==> config.mk <==
export PLATFORM = sky130hd
export DESIGN_NAME = sr_reg_bank
export DESIGN_NICKNAME = d
export VERILOG_FILES = /design/src/rtl/sr_reg_bank.sv
export SDC_FILE = /design/constraint.sdc
export NUM_CORES = 1
export LEC_CHECK = 0
export ABC_AREA = 0
export BUFFER_PORTS_ARGS = -buffer_cell sky130_fd_sc_hd__buf_2
export CAP_MARGIN = 5
export CORE_AREA = 2 2 68 70
export CTS_BUF_LIST = sky130_fd_sc_hd__clkbuf_16
export DETAILED_ROUTE_END_ITERATION = 10
export DIE_AREA = 0 0 70 72
export PLACE_DENSITY_LB_ADDON = 0.2
export SYNTH_ARGS = -nofsm -noshare
export SYNTH_HDL_FRONTEND = slang
export SYNTH_SLANG_ARGS = --single-unit
==> constraint.sdc <==
create_clock -name clk -period 1.38 [get_ports clk]
set_clock_uncertainty 0.15 [all_clocks]
set_input_delay 0.207 -clock clk [delete_from_list [all_inputs] [get_ports clk]]
set_output_delay 0.207 -clock clk [all_outputs]
set_load 0.01 [all_outputs]
==> src/rtl/sr_reg_bank.sv <==
// Bank of WIDTH independent set/reset flags with a configurable S=R=1 policy,
// registered edge pulses, sticky per-channel conflict flags and a saturating conflict counter.
module sr_reg_bank #(
  parameter int                   WIDTH         = 8,
  parameter int                   CONFLICT_MODE = 0,
  parameter logic [WIDTH-1:0]     RESET_VAL     = '0,
  parameter int                   CNT_W         = 8
) (
  input  logic             clk,
  input  logic             rst_n,
  input  logic             en,
  input  logic             clr,
  input  logic [WIDTH-1:0] s,
  input  logic [WIDTH-1:0] r,
  input  logic             err_clr,
  output logic [WIDTH-1:0] q,
  output logic [WIDTH-1:0] q_rise,
  output logic [WIDTH-1:0] q_fall,
  output logic [WIDTH-1:0] conflict,
  output logic [CNT_W-1:0] conflict_cnt
);

  localparam logic [CNT_W-1:0] CNT_MAX = '1;
  localparam logic [CNT_W-1:0] CNT_ONE = CNT_W'(1);

  logic [WIDTH-1:0] q_next;
  logic [WIDTH-1:0] conf_now;
  logic             conf_any;

  function automatic logic [CNT_W-1:0] sat_inc(input logic [CNT_W-1:0] v);
    return (v == CNT_MAX) ? v : v + CNT_ONE;
  endfunction

  function automatic logic resolve(input logic cur, input logic sv, input logic rv);
    logic nxt;
    nxt = cur;
    case ({sv, rv})
      2'b01:   nxt = 1'b0;
      2'b10:   nxt = 1'b1;
      2'b11: begin
        case (CONFLICT_MODE)
          1:       nxt = 1'b1;
          2:       nxt = 1'b0;
          3:       nxt = ~cur;
          default: nxt = cur;
        endcase
      end
      default: nxt = cur;
    endcase
    return nxt;
  endfunction

  // next-state evaluation: clr beats en; conflicts only count on real updates
  always_comb begin
    q_next   = q;
    conf_now = '0;
    if (clr) begin
      q_next = RESET_VAL;
    end else if (en) begin
      conf_now = s & r;
      for (int i = 0; i < WIDTH; i++) begin
        q_next[i] = resolve(q[i], s[i], r[i]);
      end
    end
  end

  assign conf_any = |conf_now;

  // state, pulse and conflict registers
  always_ff @(posedge clk) begin
    if (!rst_n) begin
      q            <= RESET_VAL;
      q_rise       <= '0;
      q_fall       <= '0;
      conflict     <= '0;
      conflict_cnt <= '0;
    end else begin
      q      <= q_next;
      q_rise <= ~q & q_next;
      q_fall <= q & ~q_next;
      if (err_clr) begin
        conflict     <= conf_now;
        conflict_cnt <= conf_any ? CNT_ONE : '0;
      end else begin
        conflict <= conflict | conf_now;
        if (conf_any) begin
          conflict_cnt <= sat_inc(conflict_cnt);
        end
      end
    end
  end

endmodule

# Word-level counts from Yosys, hierarchy flattened
# Index checks and enable logic that the tools add are counted.
totals:
  wordCells: 50
  register_bits: 40
op_classes:
  n_bitwise: 6
  eq_ne: 18
  muxes: 17
  n_reduce_logical: 3
  addsub: 1
op_table:
  columns: ["cell", "n"]
  rows:
  - ["8-bit 2-to-1 mux", 8]
  - ["8-bit AND", 3]
  - ["2-bit by 1-bit == test with 1-bit output, second input constant", 8]
  - ["2-bit == test, second input constant", 8]
  - ["8-bit NOT", 2]
  - ["1-bit case mux with 2 select lines", 8]
  - ["8-bit by 1-bit adder with 8-bit output, second input constant", 1]
  - ["8-bit == test, second input constant", 1]
  - ["8-bit OR", 1]
  - ["8-bit OR reduction", 1]
  - ["2-bit != test, second input constant", 1]
  - ["2-bit AND reduction", 1]
  - ["2-bit nonzero test", 1]
  - ["1-bit 2-to-1 mux", 1]

# Logic depth before layout (Yosys ltp)
logic_depth:
  depth_word: 6
  ltp_mapped: 5
  ltp_nobuf: 5

# Worst setup path before layout
# Ideal clock, no wire load.
synth_timing:
  path_kind: "register to register"
  start: "register conflict_cnt[0]"
  end: "register conflict_cnt[2]"
  path_slack_ns: -0.227
  arrival_ns: 1.369
  required_ns: 1.142
  setup_time_ns: 0.088
  stages_incl_launch_ff: 6
  cell_sequence: "dfxtp_1 > ha_1 > and2_1 > nand3_2 > and2_4 > a311oi_2"
synth_via:
  elab_chain_cells: 4
  elab_cells_between_ends: 7
  classes_between: "add/sub (1); eq/ne (2); mux (3); reduce/logical (1)"
synth_lines:
  columns: ["item", "line_no", "rtl"]
  rows:
  - ["start: declaration", "20", "output logic [CNT_W-1:0] conflict_cnt"]
  - ["start signal: assignment", "83", "conflict_cnt <= conf_any ? CNT_ONE : '0;"]
  - ["start signal: assignment", "87", "conflict_cnt <= sat_inc(conflict_cnt);"]
  - ["8-bit by 1-bit adder with 8-bit output", "31", "return (v == CNT_MAX) ? v : v + CNT_ONE;"]
  - ["8-bit 2-to-1 mux", "31", null]
  - ["8-bit 2-to-1 mux", "86", "if (conf_any) begin"]
  - ["8-bit 2-to-1 mux", "81", "if (err_clr) begin"]
# Parallel ways exist; a longest one is shown, timed or not. The select of a mux whose other input is x is not followed.
# A chain may end at the register's enable or synchronous reset.

# Worst setup path in the final report
layout_timing:
  start: "register conflict_cnt[1]"
  end: "register conflict_cnt[2]"
# Same word-level chain as after synthesis.

==> reports/results.txt <==
Clock Pin Slew Worst Setup and Hold Paths: 60 ps
placed insts: 316
Critical Setup Path Class: flop to flop
Hold Path Class: input pin to flop
Post-Syn Area: 1860 sq um
worst-margin pin slew: 577 ps
Reg area: 808 sq um
number of port buffers: 60
violated checks: setup timing
critical path, cell by cell: ha_4, and2_4, nand3_4, and2_4, a311oi_2
row count: 24
grt ovf: 0
Initial DRT Pass Iterations: 4
first-pass GRT wire length: 7110 microns
Slew HR: 61.5%
clock root buffer: clkbuf_16
CTS tree: done
final total power: 0.00308 W
Pleak: 1.44 nW
GPL Wtd Cong: 0.742
final setup violation count: 2
Worst Path Max Fanout: 8
share of layout cells above drive strength 1: 43.0%
CP required: 1420 ps
Critical Path Start Type: flop
Post-layout nets: 314
Worst setup EP type: flop
CTS Buf Count: 5
Final WS setup: -11.8 ps
post-route ant nets: 0
worst skew pair latency: 280 ps
IO Pins: 61
via/cell ratio: 4.91
post-route clock period utilization: 101%
vias in the first global route: 1586
Tmin final: 1390 ps
Initial Utilization: 43.7%
routed via count: 1616
RSZ-0062 raised after global routing: true
status: complete, but fails checks
DR iter-0 viols: 100
Mean Syn Cell Area: 9.92 sq um
worst reg-to-reg path cell count: 5
Min-Delay Startpoint: s[0]
core region area: 4260 sq um
Bufs and invs on worst path: 0
Syn. warnings: 0
Top Family by Delay on Critical Path: simple AND/OR/NAND/NOR gates
Power Density: 1120 nW/um^2
die extent in y: 72 microns
final count of hold timing violations: 0
fmax: 719 MHz
Num Clock Sinks: 40
Avg WL per Cell: 13.0 microns
number of synthesized register bits: 40
Max stage delay on crit path: 370 ps
Post-Layout Cell Count: 329
slowest cell on the critical path: dfxtp_4
Mapped Cells: 188
DRC: 0
reg-to-reg startpoint: conflict_cnt[1]$_SDFFE_PN0P_
maximum VDD drop: 0.683 mV
CTS H-tree lvls: 2
antenna violations before repair: 0
Total GRT Usage: 17.7%
Die X: 70 microns
crit path launch: conflict_cnt[1]$_SDFFE_PN0P_
Crit path depth: 5
max cap viols: 0
worst hold slack: 190 ps
hpwl dp: 3210 microns
CTS max path bufs: 2
routed wire length: 4290 microns
most used cell, CP: and2_4
post-synth net total: 226
largest net degree at the start of global routing: 14
Area growth syn-to-layout: 47.1%
Placement Setup Slack: -306 ps
area occupied by multi-input gates: 1100 sq um
full die area: 5040 sq um
max-slew violation count: 0
# diodes: 0
fillers: 365
register area share after synthesis: 43.0%
Cells on Worst Hold Path: 4
post-layout util: 64.3%
count of different cell masters after synthesis: 37
WP data arrival: 1430 ps
==> final cells by class <==
type	instances	share of cell area [%]
inverter	9	1.23
tap	52	2.37
timing repair buffer	88	19.2
clock inverter	2	2.19
clock buffer	6	5.47
sequential	40	29.5
multi-input combinational	132	40.1
==> cell families after synthesis <==
kind of cell               share of synthesized area, %
adders and majority gates                          11.4
buffers and inverters                              3.69
AOI/OAI and AO/OA                                  12.2
muxes                                              4.83
DFF                                                43.0
and+or+nand+nor                                    24.9
==> report_power, final <==
part	switching [W]	internal [W]
Combinational	0.000156	0.000152
Clock	0.000448	0.00115
Sequential	0.0000107	0.00117
==> path summary, 6_finish.rpt <==
path	to	slack (ps)
min	conflict[0]$_SDFF_PN0_	190
max reg2reg	conflict_cnt[2]$_SDFFE_PN0P_	-10
min reg2reg	q_rise[5]$_SDFF_PN0_	330
max	conflict_cnt[2]$_SDFFE_PN0P_	-10
==> layer usage <==
layer / track usage, % / part of all wire, %
met5: 0 / 0
met4: 5.77 / 0.79
met3: 5.56 / 5.5
met2: 30.8 / 47
met1: 21.0 / 47
==> sequential cells by signal, summed over array words and instances, names as in the netlist <==
signal        cells
conflict          8
q                 8
q_rise            8
q_fall            8
conflict_cnt      8
==> metrics by stage <==
step,cell area (sq um),TNS [ps]
final,2740,-18.4
after detailed placement,2450,-3560
after floorplan,1950,-66.9
after global placement,2450,-2960
after global routing,2740,-261
after CTS,2720,-19.7
==> layout by cell type, fill, tap and decap left out, types with 6 or more instances in the layout <==
| master | Yosys | final |
|---|---|---|
| buf_2 | 1 | 57 |
| dfxtp_1 | 40 | 38 |
| buf_4 | 0 | 29 |
| nor2_1 | 18 | 18 |
| nor2b_1 | 18 | 18 |
| a21oi_1 | 12 | 12 |
| inv_1 | 9 | 9 |
| mux2i_1 | 9 | 9 |
| ha_1 | 17 | 9 |
| o211a_1 | 8 | 8 |
| nor3_1 | 8 | 8 |
| nand2b_1 | 7 | 7 |
| clkbuf_16 | 0 | 6 |
==> repair_timing <==
action,CTS,global route
pin swaps,7,6
cloned,0,0
setup buffers,5,0
resized for setup,4,8
setup endpoints to repair,5,8
hold buffers,0,0
==> synth_stat cells <==
cell type / instances / area [sq um]
a211oi_1: 1 / 7.51
a211oi_2: 1 / 12.5
a21o_1: 1 / 7.51
a21oi_1: 12 / 60.1
a21oi_2: 1 / 8.76
a311oi_2: 1 / 15.0
a31o_1: 1 / 8.76
a31oi_1: 1 / 6.26
a41o_1: 1 / 10.0
and2_1: 2 / 12.5
and2_4: 1 / 8.76
and3_1: 2 / 12.5
and3b_1: 1 / 8.76
and4_1: 1 / 8.76
buf_2: 1 / 5.00
buf_6: 1 / 11.3
clkbuf_1: 5 / 18.8
dfxtp_1: 40 / 801
ha_1: 17 / 213
inv_1: 9 / 33.8
mux2i_1: 9 / 90.1
nand2_1: 5 / 18.8
nand2b_1: 7 / 43.8
nand2b_4: 1 / 13.8
nand3_1: 1 / 5.00
nand3_2: 1 / 10.0
nand3b_1: 1 / 7.51
nand4_1: 2 / 12.5
nand4b_1: 1 / 8.76
nor2_1: 18 / 67.6
nor2b_1: 18 / 113
nor3_1: 8 / 40.0
nor4_4: 2 / 42.5
o211a_1: 8 / 80.1
o21ai_1: 1 / 5.00
o22ai_1: 1 / 6.26
or2b_1: 4 / 30.0
==> worst register-to-register path, delay by kind of cell (launching register included) <==
family	cells	cell delay (ps)
fa+ha+maj	1	130
compound gates	1	190
flops	1	370
simple gates	3	470
Note: power is estimated with default switching activity, not from simulation.
